`config.mk`:
```
export PLATFORM = sky130hd
export DESIGN_NAME = f_npc_pcreg_flat
export DESIGN_NICKNAME = d
export VERILOG_FILES = /design/src/rtl/f_npc_pcreg_if.sv /design/src/rtl/f_npc_pcreg.sv /design/src/flat_wrapper.sv
export SDC_FILE = /design/constraint.sdc
export NUM_CORES = 1
export LEC_CHECK = 0
export BUFFER_PORTS_ARGS = -buffer_cell sky130_fd_sc_hd__buf_2
export CELL_PAD_IN_SITES_DETAIL_PLACEMENT = 0
export CELL_PAD_IN_SITES_GLOBAL_PLACEMENT = 1
export CORE_ASPECT_RATIO = 1.2
export CORE_MARGIN = 2
export CORE_UTILIZATION = 40
export CTS_BUF_LIST = sky130_fd_sc_hd__clkbuf_8
export CTS_CLUSTER_SIZE = 40
export DETAILED_ROUTE_END_ITERATION = 6
export PLACE_DENSITY_LB_ADDON = 0.1
export SYNTH_ARGS = -nofsm -noshare
export SYNTH_HDL_FRONTEND = slang
export SYNTH_SLANG_ARGS = --single-unit
export TNS_END_PERCENT = 30
```
`constraint.sdc`:
```
create_clock -name clk -period 3.6 [get_ports clk]
set_input_delay 0.36 -clock clk [delete_from_list [all_inputs] [get_ports clk]]
set_output_delay 0.36 -clock clk [all_outputs]
set_load 0.01 [all_outputs]
```
`src/rtl/f_npc_pcreg_if.sv`:
```
// Next-PC bundle: D-stage redirect sources in, fetch PC, fetch fault and pending status out.
interface f_npc_pcreg_if #(
    parameter int ADDR_W = 32
);
    logic              stall;
    logic [ADDR_W-1:0] D_pc;
    logic [25:0]       D_imm26;
    logic [ADDR_W-1:0] FW_D_rs;
    logic              branch;
    logic              D_branch_link;
    logic              jump;
    logic              jr;
    logic              cmp_result;
    logic              Req;
    logic              D_eret;
    logic [ADDR_W-1:0] EPC;
    logic [ADDR_W-1:0] F_pc;
    logic              F_adel;
    logic              npc_pending;

    modport master (
        output stall, D_pc, D_imm26, FW_D_rs, branch, D_branch_link, jump, jr,
               cmp_result, Req, D_eret, EPC,
        input  F_pc, F_adel, npc_pending
    );

    modport slave (
        input  stall, D_pc, D_imm26, FW_D_rs, branch, D_branch_link, jump, jr,
               cmp_result, Req, D_eret, EPC,
        output F_pc, F_adel, npc_pending
    );
endinterface

```
`src/rtl/f_npc_pcreg.sv`:
```
// Fetch PC register with prioritised next-PC select and a stall-tolerant pending-redirect FSM.
// Optional macro NPC_ADEL_EN enables the fetch address-fault window check on F_adel.
module f_npc_pcreg #(
    parameter int          ADDR_W     = 32,
    parameter logic [31:0] RESET_PC   = 32'h0000_3000,
    parameter logic [31:0] HANDLER_PC = 32'h0000_4180,
    parameter logic [31:0] IM_BASE    = 32'h0000_3000,
    parameter logic [31:0] IM_SIZE    = 32'h0000_4000,
    parameter bit          ERET_ADD4  = 1'b1
) (
    input  logic          clk,
    input  logic          reset,
    f_npc_pcreg_if.slave  bus
);
    typedef enum logic [0:0] {
        IDLE    = 1'b0,
        PENDING = 1'b1
    } state_t;

    localparam logic [ADDR_W-1:0] PC_STEP  = ADDR_W'(32'd4);
    localparam logic [ADDR_W-1:0] LOW28    = ADDR_W'(28'hFFF_FFFF);
    localparam logic [ADDR_W-1:0] PC_RESET = ADDR_W'(RESET_PC);
    localparam logic [ADDR_W-1:0] PC_EXC   = ADDR_W'(HANDLER_PC);

    function automatic logic [ADDR_W-1:0] branch_target(
        input logic [ADDR_W-1:0] pc,
        input logic [15:0]       off
    );
        return pc + PC_STEP + {{(ADDR_W-18){off[15]}}, off, 2'b00};
    endfunction

    // Upper PC bits are kept above bit 27; masking works even when ADDR_W is exactly 28.
    function automatic logic [ADDR_W-1:0] jump_target(
        input logic [ADDR_W-1:0] pc,
        input logic [25:0]       idx
    );
        return (pc & ~LOW28) | ADDR_W'({idx, 2'b00});
    endfunction

    state_t            state_r;
    logic [ADDR_W-1:0] f_pc_r;
    logic [ADDR_W-1:0] pend_tgt_r;
    logic              pending_r;
    logic              redir_v_s;
    logic [ADDR_W-1:0] tgt_s;

    // Redirect select among D-stage sources; Req is handled in the register block.
    always_comb begin
        redir_v_s = 1'b0;
        tgt_s     = {ADDR_W{1'b0}};
        if (bus.D_eret) begin
            redir_v_s = 1'b1;
            tgt_s     = ERET_ADD4 ? (bus.EPC + PC_STEP) : bus.EPC;
        end else if (bus.branch && bus.cmp_result) begin
            redir_v_s = 1'b1;
            tgt_s     = branch_target(bus.D_pc, bus.D_imm26[15:0]);
        end else if (bus.jump) begin
            redir_v_s = 1'b1;
            tgt_s     = jump_target(bus.D_pc, bus.D_imm26);
        end else if (bus.jr) begin
            redir_v_s = 1'b1;
            tgt_s     = bus.FW_D_rs;
        end else if (bus.D_branch_link && bus.cmp_result) begin
            redir_v_s = 1'b1;
            tgt_s     = branch_target(bus.D_pc, bus.D_imm26[15:0]);
        end else begin
            redir_v_s = 1'b0;
            tgt_s     = {ADDR_W{1'b0}};
        end
    end

    // PC register and pending-redirect FSM; the first redirect seen during a stall wins.
    always_ff @(posedge clk) begin
        if (reset) begin
            f_pc_r     <= PC_RESET;
            state_r    <= IDLE;
            pend_tgt_r <= {ADDR_W{1'b0}};
            pending_r  <= 1'b0;
        end else if (bus.Req) begin
            f_pc_r    <= PC_EXC;
            state_r   <= IDLE;
            pending_r <= 1'b0;
        end else begin
            case (state_r)
                IDLE: begin
                    if (bus.stall) begin
                        if (redir_v_s) begin
                            pend_tgt_r <= tgt_s;
                            state_r    <= PENDING;
                            pending_r  <= 1'b1;
                        end
                    end else begin
                        f_pc_r <= redir_v_s ? tgt_s : (f_pc_r + PC_STEP);
                    end
                end
                PENDING: begin
                    if (!bus.stall) begin
                        f_pc_r    <= pend_tgt_r;
                        state_r   <= IDLE;
                        pending_r <= 1'b0;
                    end
                end
                default: begin
                    state_r   <= IDLE;
                    pending_r <= 1'b0;
                end
            endcase
        end
    end

    assign bus.F_pc        = f_pc_r;
    assign bus.npc_pending = pending_r;

`ifdef NPC_ADEL_EN
    // One extra bit keeps IM_BASE+IM_SIZE from wrapping at the top of the address space.
    localparam logic [ADDR_W:0] WIN_LO = (ADDR_W+1)'(IM_BASE);
    localparam logic [ADDR_W:0] WIN_HI = WIN_LO + (ADDR_W+1)'(IM_SIZE);

    assign bus.F_adel = (f_pc_r[1:0] != 2'b00)
                     || ({1'b0, f_pc_r} <  WIN_LO)
                     || ({1'b0, f_pc_r} >= WIN_HI);
`else
    assign bus.F_adel = 1'b0;
`endif

endmodule

```
`src/flat_wrapper.sv`:
```
// flat-port wrapper written by rule: the top's interface ports become plain ports
module f_npc_pcreg_flat 
#(
    parameter int          ADDR_W     = 32,
    parameter logic [31:0] RESET_PC   = 32'h0000_3000,
    parameter logic [31:0] HANDLER_PC = 32'h0000_4180,
    parameter logic [31:0] IM_BASE    = 32'h0000_3000,
    parameter logic [31:0] IM_SIZE    = 32'h0000_4000,
    parameter bit          ERET_ADD4  = 1'b1
)
  (clk, reset, bus_stall, bus_D_pc, bus_D_imm26, bus_FW_D_rs, bus_branch, bus_D_branch_link, bus_jump, bus_jr, bus_cmp_result, bus_Req, bus_D_eret, bus_EPC, bus_F_pc, bus_F_adel, bus_npc_pending);
  f_npc_pcreg_if #(.ADDR_W(ADDR_W)) bus_i ();
  input  logic clk;
  input  logic reset;
  input wire logic [$bits(bus_i.stall)-1:0] bus_stall;
  input wire logic [$bits(bus_i.D_pc)-1:0] bus_D_pc;
  input wire logic [$bits(bus_i.D_imm26)-1:0] bus_D_imm26;
  input wire logic [$bits(bus_i.FW_D_rs)-1:0] bus_FW_D_rs;
  input wire logic [$bits(bus_i.branch)-1:0] bus_branch;
  input wire logic [$bits(bus_i.D_branch_link)-1:0] bus_D_branch_link;
  input wire logic [$bits(bus_i.jump)-1:0] bus_jump;
  input wire logic [$bits(bus_i.jr)-1:0] bus_jr;
  input wire logic [$bits(bus_i.cmp_result)-1:0] bus_cmp_result;
  input wire logic [$bits(bus_i.Req)-1:0] bus_Req;
  input wire logic [$bits(bus_i.D_eret)-1:0] bus_D_eret;
  input wire logic [$bits(bus_i.EPC)-1:0] bus_EPC;
  output wire logic [$bits(bus_i.F_pc)-1:0] bus_F_pc;
  output wire logic [$bits(bus_i.F_adel)-1:0] bus_F_adel;
  output wire logic [$bits(bus_i.npc_pending)-1:0] bus_npc_pending;
  assign bus_i.stall = bus_stall;
  assign bus_i.D_pc = bus_D_pc;
  assign bus_i.D_imm26 = bus_D_imm26;
  assign bus_i.FW_D_rs = bus_FW_D_rs;
  assign bus_i.branch = bus_branch;
  assign bus_i.D_branch_link = bus_D_branch_link;
  assign bus_i.jump = bus_jump;
  assign bus_i.jr = bus_jr;
  assign bus_i.cmp_result = bus_cmp_result;
  assign bus_i.Req = bus_Req;
  assign bus_i.D_eret = bus_D_eret;
  assign bus_i.EPC = bus_EPC;
  assign bus_F_pc = bus_i.F_pc;
  assign bus_F_adel = bus_i.F_adel;
  assign bus_npc_pending = bus_i.npc_pending;
  f_npc_pcreg #(.ADDR_W(ADDR_W), .RESET_PC(RESET_PC), .HANDLER_PC(HANDLER_PC), .IM_BASE(IM_BASE), .IM_SIZE(IM_SIZE), .ERET_ADD4(ERET_ADD4)) u_core (.clk(clk), .reset(reset), .bus(bus_i));
endmodule
```
==> impl_results.md, run 1 <==
* Setup slack, reg-to-reg at roughly 760 ps
* Reg-to-reg startpoint: u_core.bus.F_pc[7]$_SDFFE_PP0P_
* First-pass GRT wire length at 40.2 mm
* # clock sinks at 66
* Total Neg Setup Slack at 0 ps
* Die ar. at between 15,000 and 20,000 um2
* Sequential area share after synthesis at a little under a fifth
* Post-CTS sizing at 0
* Xor and xnor fraction of the mapped netlist area at 8.83%
* CP Data Required Time at between 3000 and 4000 ps
* Post-Synthesis Cells at a little under 1,000
* CTS Buffer Depth at 2
* Synth-to-Final Area Change at 15.8%
* GRT Util Overall at about a quarter
* P_leak at 3.56 nW
* Synth cell types at 84
* Reg clk slew, reported paths at about 70 ps
* CTS root buf: clkbuf_8
* Syn nets at roughly 1,200
* Yosys warns at 0
* Clock Latency Late Sink at 350 ps
* Pwr Density at ~300 nW/um2
* Fmax at ~0.32 GHz
* Total gr overflow at 0
* Setup bufs post-CTS at 0
* Simple-Gate Fraction of Synth Area at between 20 and 25%
* # fillers at between 1,500 and 2,000
* Post-Synth Adder-Cell Area at approximately a tenth
* Top FF cell, synth: dfxtp_1
* Hold Crit Class: in2reg
* Avg Inst Size Synth at around 7.3 um2
* Worst setup margin at between 400 and 500 ps
* Fraction of registers with async set or reset after synthesis at 0%
* Fin. max-slew vios at 0
* Critical Path End: u_core.bus.F_pc[18]$_SDFFE_PP0P_
* Worst Hold Slack at approximately 380 ps
* Worst-Margin Slew at between 800 and 900 ps
* CP max stage delay at 410 ps
* Crit path DAT at 3390 ps
* Max Cap Viol at 0
* Reg2reg end: u_core.bus.F_pc[29]$_SDFFE_PP0P_
* CP Capture Type: register
* Commonest cells after routing, fill and taps aside: buf_2 (164), nor2_1 (96), nand2_1 (95), a21oi_1 (90), dfxtp_1 (66)
* Largest family of logic cells by synthesized area: compound AO/OA/AOI/OAI gates
* Port bufs at about 160
* Initial antenna violation count at 2
* Cell Area, Synth at slightly above 7000 um2
* Multiplexer share of the synthesized area at less than 1%
* Tcrit/Tclk final at between 80 and 90%
* Post-detailed-route count of antenna-violating nets at 0
* Y dimension of the die at 150 um
* Worst rel slew slack at a little under half
* Largest net degree at the start of global routing at 31
* DRC viols at 0
* Synth Register Bits at between 60 and 70
* Share of post-route cells with drive strength above 1 at 20.3%
* Most common cell after layout, fill and taps aside: buf_2
* CP max stage cell: a221o_1
* Critical Path Start: bus_D_imm26[2]
* DRT Pass-1 Iters at 5
* Post-Place Setup Slack at 143 ps
* Vias in the first global route at 7,263
* DP Wirelength at between 20 and 25 mm
* Layout Skew at 8.30 ps
* WS Path Type: in2reg
* Critical path peak fanout at 7
* Final Hold Violating Endpoints at 0
* Final Setup Violations at 0
* Ports at roughly 170
* CTS H-tree lvls at 3
* Clock period minus worst slack at about 3100 ps
* Final wirelength at 25.5 mm
* Final Non-Filler Cells at roughly 1,300
* CTS tree: built
* Post-CTS Hold Fix Bufs at 0
* Initial DRC count at about 600
* Die width at roughly 130 um
* RSZ-0062 raised after global routing: false
* Core area at ~18,000 um2
* Status: complete, no violations
* Inst Count DP at around 1,300
* Initial Util at 40.8%
* CP Launch Type: input port
* Placer Congestion at ~0.92
* Total CTS buffers at 9
* CP Cell Sequence: buf_2 -> ha_1 -> ha_1 -> a21o_1 -> a21oi_1 -> o21ai_1 -> a221o_1 -> a221oi_1 -> mux2_1 -> a22oi_1 -> o21ai_1 -> a211oi_1
* Complex-gate fraction of the synthesized area at 32.7%
* Number of flops mapped to enable cells by yosys at 0
* Via density per instance at 5.80
* FP Rows at 53
* Maximum vdd drop at roughly 0.16 mV
* Net count, final at between 1,000 and 1,500
* Routed len/inst at approximately 19 um
* Worst Reg-to-Reg Cells at 9
* Vias at just under 8,000
[registers in the layout, indices dropped and copies added, names as in the netlist, named ones only]
register	flops
u_core.bus.F_pc	30
u_core.bus.npc_pending	1
u_core.pend_tgt_r	32
u_core.state_r	1
[stage by stage]
stage	power, mW	cell area, um2	utilization, %
floorplan	1.52	7140	-
global placement	1.84	8080	46.1
detailed placement	1.84	8080	46.1
CTS	2.45	8260	47.2
global route	2.60	8270	47.2
finish	2.45	8270	47.2
[how the worst min path moves through the flow]
stage	start	endpoint	slack, ps	cells past startpoint
floorplan	u_core.pend_tgt_r[11]$_SDFFE_PP0P_	u_core.pend_tgt_r[11]$_SDFFE_PP0P_	430	2
global placement	u_core.pend_tgt_r[11]$_SDFFE_PP0P_	u_core.pend_tgt_r[11]$_SDFFE_PP0P_	440	2
detailed placement	u_core.pend_tgt_r[11]$_SDFFE_PP0P_	u_core.pend_tgt_r[11]$_SDFFE_PP0P_	440	2
CTS	bus_Req	u_core.bus.F_pc[7]$_SDFFE_PP0P_	370	3
global route	bus_Req	u_core.bus.F_pc[7]$_SDFFE_PP0P_	400	3
finish	bus_EPC[1]	register	380	3
[kinds of logic (layout without fill, tap and decap cells)]
logic type,after synthesis,in the layout
compound gates,352,352
simple gates,328,328
buf+inv,92,236
xor+xnor,72,72
flops,66,66
fa+ha+maj,60,60
mux,4,4
other cells,1,3
[synthesized netlist by cell type, types with 3 or more instances]
library cell,count,area [um2]
a2111oi_0,5,43.8
a211o_1,3,26.3
a211oi_1,13,97.6
a21o_1,18,135
a21oi_1,90,450
a221o_1,3,30.0
a221oi_1,18,158
a22o_1,8,70.1
a22oi_1,22,165
a31oi_1,23,144
a32oi_1,4,35.0
and2_1,6,37.5
and3_1,6,37.5
and4_1,6,52.6
buf_1,3,11.3
buf_4,3,22.5
buf_6,8,90.1
clkbuf_1,42,158
clkbuf_8,6,82.6
dfxtp_1,66,1320
ha_1,59,738
inv_1,27,101
nand2_1,95,357
nand2b_1,10,62.6
nand3_1,39,195
nand3b_1,5,37.5
nand4_1,16,100
nor2_1,96,360
nor2b_1,6,37.5
nor3_1,16,80.1
nor4_1,3,18.8
o211a_1,3,30.0
o211ai_1,12,90.1
o21a_1,7,52.6
o21ai_0,64,320
o21ai_1,21,105
o22ai_1,4,25.0
o31a_1,3,26.3
or2_2,3,18.8
or3_1,6,37.5
xnor2_1,38,333
xor2_1,34,298
[power by group]
group	switching, mW	internal [mW]	total, mW	leakage, nW
clock network	0.285	0.328	0.613	0.105
logic	0.601	0.417	1.02	2.91
registers	0.0430	0.774	0.817	0.541
[cell type report]
cell class              instances  area (um2)  area share [%]
multi-input cells             817        5340            64.6
flip-flops and latches         66        1320            16.0
repair buffers                193        1040            12.6
well taps                     220         275            3.33
clock buffers                  10         138            1.66
inverters                      28         105            1.27
clock inverters                 5        47.5           0.575
diodes                          2        5.00          0.0605
[critical path, delay by kind of cell]
kind                     cells  cell delay [ps]
AO/OA/AOI/OAI                8             1930
adder cells (fa/ha/maj)      2              630
multiplexers                 1              370
buffers and inverters        1              110
[layer usage]
layer  up-vias  global-route usage [%]  wire length, um
met3        20                    2.99             1390
met4         0                    6.37              295
li1       3892                       -                -
met5         -                       0                0
met2       251                    45.4            12400
met1      3620                    35.8            11500
(Power assumes the default switching activity.)
==> run 2, diff against run 1 <==
--- a/config.mk
+++ b/config.mk
@@ -10,10 +10,11 @@
 export CELL_PAD_IN_SITES_GLOBAL_PLACEMENT = 1
 export CORE_ASPECT_RATIO = 1.2
 export CORE_MARGIN = 2
-export CORE_UTILIZATION = 40
+export CORE_UTILIZATION = 37
 export CTS_BUF_LIST = sky130_fd_sc_hd__clkbuf_8
 export CTS_CLUSTER_SIZE = 40
 export DETAILED_ROUTE_END_ITERATION = 6
+export MAX_ROUTING_LAYER = met4
 export PLACE_DENSITY_LB_ADDON = 0.1
 export SYNTH_ARGS = -nofsm -noshare
 export SYNTH_HDL_FRONTEND = slang
==> constraint.sdc (replaced) <==
create_clock -name clk -period 2.5 [get_ports clk]
set_input_delay 0.25 -clock clk [delete_from_list [all_inputs] [get_ports clk]]
set_output_delay 0.25 -clock clk [all_outputs]
set_load 0.01 [all_outputs]
==> impl_results.md, run 2 (synthesized netlist as in run 1, its figures left out) <==
* Switching pwr at 1.49 mW (+60%)
* Worst setup margin at -129 ps (-601 ps)
* Routed len/inst at 18.2 um (-4.4%)
* Status: complete, but fails checks
* Cell family with most CP delay: compound AO/OA/AOI/OAI gates
* Via density per instance at 5.58 (-3.9%)
* Worst rel slew slack at 18.6% (-27 points)
* Max Cap Viol at 0 (unchanged)
* RSZ-0062 raised after global routing: true
* Clock Latency Late Sink at 350 ps (about the same)
* Inst Count DP at 1,482 (+12%)
* Die width at 131 um (+3.9%)
* Port bufs at 164 (unchanged)
* CP bufs+invs at 3 (+2)
* DRT Pass-1 Iters at 5 (unchanged)
* Synth-to-Final Area Change at 39.6%
* Comb power frac at 49.7% (+8.1 points)
* First-pass GRT wire length at 42.1 mm (+4.6%)
* Int Power at 2.48 mW (+64%)
* Initial Util at 37.9% (-2.9 points)
* Total gr overflow at 0 (unchanged)
* CP Launch Type: input port
* Fin area at 9970 um2 (+21%)
* CP max stage delay at 380 ps (-30 ps)
* CP max stage cell: o31a_2
* Switching part of the total at 37.5% (-0.51 points)
* Commonest cells after routing, fill and taps aside: buf_4 (161), buf_2 (157), nand2_1 (95), nor2_1 (94), a21oi_1 (86)
* Final wirelength at 27.6 mm (+7.9%)
* DP Wirelength at 21.5 mm (+7.1%)
* Fin. max-slew vios at 0 (unchanged)
* Final Hold Violating Endpoints at 0 (unchanged)
* DRC viols at 0 (unchanged)
* Final Non-Filler Cells at 1,513 (+13%)
* Seq pwr share at 29.2% (-4.2 points)
* Final Setup Violations at 15 (+15)
* # fillers at 1,994 (+5.5%)
* Reg clk slew, reported paths at 70 ps (about the same)
* CP Data Required Time at 2730 ps (-1130 ps)
* Layout Skew at 7.37 ps (-0.928 ps)
* Tcrit/Tclk final at 105%
* Most common cell after layout, fill and taps aside: buf_4
* Core area at 18,900 um2 (+7.7%)
* Placer Congestion at 0.888 (-3.8%)
* Biggest register: u_core.pend_tgt_r
* Total CTS buffers at 9 (unchanged)
* WS Path Type: in2reg
* Net count, final at 1,442 (+10%)
* Pwr Density at 398 nW/um2 (+35%)
* Clk pwr share at 21.1% (-3.9 points)
* CP Capture Type: register
* Post-detailed-route count of antenna-violating nets at 0 (unchanged)
* # clock sinks at 66 (unchanged)
* CTS root buf: clkbuf_8
* DP Area at 9340 um2 (+16%)
* CTS tree: built
* Largest net degree at the start of global routing at 62 (+100%)
* Crit path DAT at 2860 ps (-530 ps)
* Vias in the first global route at 7,826 (+7.8%)
* Ports at 166 (unchanged)
* CTS Buffer Depth at 2 (unchanged)
* Critical path peak fanout at 2 (-5)
* Worst-Margin Slew at 1220 ps (+397 ps)
* Hold Crit Class: in2reg
* CTS H-tree lvls at 3 (unchanged)
* Largest register FFs at 32 (unchanged)
* Clock period minus worst slack at ~2600 ps
* Overall power consumption at 3.97 mW (+62%)
* P_leak at 4.31 nW (+21%)
* Vias at 8,435 (+8.4%)
* Initial DRC count at 502 (-15%)
* GRT Util Overall at 27.0% (+0.48 points)
* Failing checks: setup timing
* Fmax at 0.380 GHz
* Share of post-route cells with drive strength above 1 at 34.4% (+14 points)
* FP Rows at 55 (+3.8%)
* Total Neg Setup Slack at -1050 ps (-1050 ps)
* Initial antenna violation count at 2 (unchanged)
* Maximum vdd drop at 0.221 mV (+37%)
* CP Cell Sequence: buf_6 -> ha_4 -> ha_4 -> inv_2 -> fa_2 -> nor2b_2 -> o31a_2 -> buf_4 -> o21a_1 -> o21a_1 -> nor2b_1 -> mux2i_1 -> a211o_1 -> a221oi_2 -> o31ai_1
* Y dimension of the die at 156 um (+3.9%)
* Die ar. at 20,400 um2 (+7.9%)
run 2: path summary, 6_finish.rpt:
path / depth (start not counted) / slack, ps / start / to
worst max-delay path: 15 / -130 / bus_D_pc[3] / u_core.bus.F_pc[13]$_SDFFE_PP1P_
worst min-delay path: 3 / 270 / bus_EPC[0] / register
worst max register to register: 9 / 30 / u_core.bus.F_pc[2]$_SDFFE_PP0P_ / u_core.bus.F_pc[29]$_SDFFE_PP0P_
worst min register to register: 2 / 460 / u_core.pend_tgt_r[11]$_SDFFE_PP0P_ / u_core.pend_tgt_r[11]$_SDFFE_PP0P_
run 2: metrics by stage:
stage,setup WS [ps],utilization (%),hold slack (ps)
floorplan,-178,-,419
global placement,-580,49.5,439
detailed placement,-609,49.5,444
CTS,-149,51.4,267
global route,-211,52.9,304
finish,-129,52.9,271
run 2: timing repair:
action / CTS / global route
pin swaps: 22 / 18
endpoints found under the setup margin: 29 / 31
hold buffers: 0 / 0
gates resized for setup: 25 / 36
setup buffers: 4 / 10
run 2: worst reg2reg max path, stage by stage (launching register included):
cell and delay (ps):
dfxtp_1 440, nand3_1 160, nand4bb_1 290, nor3_2 320, nand3_1 200, nor3_1 260, xor2_1 110, a221oi_1 370
o21ai_2 90, o211a_1 130
run 2: power by group through the flow:
stage          clock network (mW)  registers [mW]  logic (mW)
2_1_floorplan                   0            1.19        1.07
3_3_place_gp                    0            1.18        1.80
3_5_place_dp                    0            1.18        1.80
4_1_cts                     0.852            1.16        1.87
5_1_grt                     0.906            1.17        2.14
6_report                    0.839            1.16        1.97
run 2: metal layers:
metal  track usage (%)  routed length, um  up-vias  share of wire (%)
li1                  -                  -     4175                  -
met1              35.7              12700     3952                 46
met2              44.5              13300      274                 48
met3              1.92               1040       34                3.8
met4              7.19                550        0                2.0
met5                 -                  0        -                  0
run 2: cell type report:
cell class / instances / area, um2 / area share (%)
multi-input cells: 817 / 5900 / 59.2
clock buffers: 12 / 165 / 1.66
clock inverters: 4 / 17.5 / 0.176
flip-flops and latches: 66 / 1320 / 13.3
diodes: 2 / 5.00 / 0.0502
well taps: 256 / 320 / 3.21
inverters: 28 / 108 / 1.08
repair buffers: 328 / 2130 / 21.4
==> run 3, diff against run 2 <==
--- a/config.mk
+++ b/config.mk
@@ -6,16 +6,12 @@
 export NUM_CORES = 1
 export LEC_CHECK = 0
 export BUFFER_PORTS_ARGS = -buffer_cell sky130_fd_sc_hd__buf_2
-export CELL_PAD_IN_SITES_DETAIL_PLACEMENT = 0
-export CELL_PAD_IN_SITES_GLOBAL_PLACEMENT = 1
-export CORE_ASPECT_RATIO = 1.2
 export CORE_MARGIN = 2
-export CORE_UTILIZATION = 37
+export CORE_UTILIZATION = 40
 export CTS_BUF_LIST = sky130_fd_sc_hd__clkbuf_8
 export CTS_CLUSTER_SIZE = 40
 export DETAILED_ROUTE_END_ITERATION = 6
 export MAX_ROUTING_LAYER = met4
-export PLACE_DENSITY_LB_ADDON = 0.1
 export SYNTH_ARGS = -nofsm -noshare
 export SYNTH_HDL_FRONTEND = slang
 export SYNTH_SLANG_ARGS = --single-unit
==> impl_results.md, run 3 (synthesized netlist as in run 1, its figures left out) <==
* Share of post-route cells with drive strength above 1 at 34.3% (-0.16 points)
* WS Path Type: in2reg
* CP Cell Sequence: buf_6 -> ha_4 -> ha_4 -> inv_2 -> fa_2 -> nor2b_2 -> o31a_2 -> o21ai_4 -> o21ai_4 -> o21ai_2 -> or4_1 -> a32o_1 -> o21ai_1 -> o211a_1
* Met1 layer usage reported by global route at 37.7% (+2.0 points)
* Ports at 166 (unchanged)
* CP Launch Type: input port
* DRT Pass-1 Iters at 6 (+1)
* Failing checks: setup timing
* DP Wirelength at 21.2 mm (-1.4%)
* Tcrit/Tclk final at 102% (-3.0 points)
* Placer Congestion at 0.978 (+10%)
* Critical path peak fanout at 4 (+2)
* Antenna Cells at 0 (-2)
* Via density per instance at 5.73 (+2.8%)
* Routed len/inst at 18.1 um (-0.71%)
* # clock sinks at 66 (unchanged)
* Layout Skew at 5.15 ps (-2.22 ps)
* Commonest cells after routing, fill and taps aside: buf_4 (161), buf_2 (159), nand2_1 (95), nor2_1 (95), a21oi_1 (82)
* CP Capture Type: register
* Met2 GRT Util at 47.6% (+3.1 points)
* Worst-Margin Slew at 711 ps (-506 ps)
* Clock Latency Late Sink at 360 ps (about the same)
* Die width at 138 um (+5.2%)
* Maximum vdd drop at 0.249 mV (+12%)
* Core area at 17,400 um2 (-7.9%)
* Reg-to-reg startpoint: u_core.bus.F_pc[2]$_SDFFE_PP0P_
* CTS H-tree lvls at 3 (unchanged)
* # fillers at 1,683 (-16%)
* GRT Util Overall at 28.9% (+1.9 points)
* Initial DRC count at 718 (+43%)
* Fin area at 9880 um2 (-0.85%)
* Vias at 8,483 (+0.57%)
* Largest net degree at the start of global routing at 34 (-45%)
* Y dimension of the die at 138 um (-12%)
* Top Usage Layer GRT: met2
* Fin. max-slew vios at 0 (unchanged)
* CTS root buf: clkbuf_8
* Vias in the first global route at 7,972 (+1.9%)
* Final wirelength at 26.8 mm (-2.9%)
* Clock period minus worst slack at 2550 ps (-75.2 ps)
* Biggest register: u_core.pend_tgt_r
* CTS Buffer Depth at 2 (unchanged)
* Crit path DAT at 2860 ps (about the same)
* Worst rel slew slack at 52.4% (+34 points)
* First-pass GRT wire length at 41.2 mm (-2.0%)
* P_leak at 4.28 nW (-0.69%)
* Max Cap Viol at 0 (unchanged)
* Initial antenna violation count at 0 (-2)
* Most common cell after layout, fill and taps aside: buf_4
* CP max stage cell: or4_1
* Worst setup margin at -53.4 ps (+75.2 ps)
* FP Rows at 48 (-13%)
* Reg clk slew, reported paths at 70 ps (about the same)
* Critical Path Start: bus_D_imm26[1]
* Total gr overflow at 0 (unchanged)
* Total CTS buffers at 9 (unchanged)
* CTS tree: built
* Port bufs at 164 (unchanged)
* DRC viols at 0 (unchanged)
* Final Setup Violations at 6 (-9)
* Overall power consumption at 4.02 mW (+1.1%)
* Worst Hold Slack at 241 ps (-30.1 ps)
* RSZ-0062 raised after global routing: true
* M3 GR Usage at 3.79% (+1.9 points)
* Fmax at 0.392 GHz (+2.9%)
* Post-Place Setup Slack at -553 ps (+56.7 ps)
* Hold Crit Class: in2reg
* CP Data Required Time at 2810 ps (+80 ps)
* DP Area at 9360 um2 (+0.20%)
* Largest register FFs at 32 (unchanged)
* Final Hold Violating Endpoints at 0 (unchanged)
* Status: complete, but fails checks
* Die ar. at 18,900 um2 (-7.3%)
* CP max stage delay at 430 ps (+50 ps)
* Pwr Density at 406 nW/um2 (+2.0%)
* Initial Util at 41.1% (+3.3 points)
* Net count, final at 1,442 (unchanged)
* Synth-to-Final Area Change at 38.4%
* Hold wc startpoint: bus_Req
* Post-detailed-route count of antenna-violating nets at 0 (unchanged)
run 3: report_power, final:
group,switching (mW),internal (mW)
registers,0.0419,1.11
clock network,0.435,0.491
logic,1.02,0.916
total,1.50,2.52
run 3: final cells by class:
class	instances	area [um2]	share of cell area, %
Timing Repair Buffer	328	2100	21.3
Sequential cell	66	1320	13.4
Clock inverter	2	8.76	0.0886
Clock buffer	14	193	1.95
Tap cell	225	282	2.85
Inverter	28	105	1.06
Multi-Input combinational cell	817	5870	59.4
run 3: what timing repair did:
action                                 CTS  global route
hold buffers                             0             0
buffers inserted                         1             1
endpoints found under the hold margin    0             0
cloned                                   0             0
setup endpoints to repair               20            28
pin swaps                               16            23
resized for setup                       19            37
run 3: worst paths after layout:
check / depth (start not counted) / slack, ps / to
max: 14 / -50 / u_core.bus.F_pc[29]$_SDFFE_PP0P_
min reg2reg: 2 / 460 / u_core.pend_tgt_r[11]$_SDFFE_PP0P_
max reg2reg: 9 / 190 / u_core.bus.F_pc[31]$_SDFFE_PP0P_
min: 3 / 240 / u_core.bus.F_pc[7]$_SDFFE_PP0P_
run 3: through the flow:
step	instances	TNS [ps]	util [%]
floorplan	975	-1600	-
global placement	1462	-14250	53.9
detailed placement	1462	-15160	53.9
CTS	1479	-103	55.6
global route	1480	-1040	56.9
finish	1480	-118	56.9
run 3: metal layers:
metal,wire (um),vias up
met5,0,-
met4,551,0
met3,1780,41
met2,12600,320
met1,11800,3957
li1,-,4165
run 3: worst max-delay path, delay by kind of cell:
family | cells | cell delay [ps]
AOI/OAI and AO/OA | 7 | 1190
adders and majority gates | 3 | 730
buffers and inverters | 2 | 130
and+or+nand+nor | 2 | 570
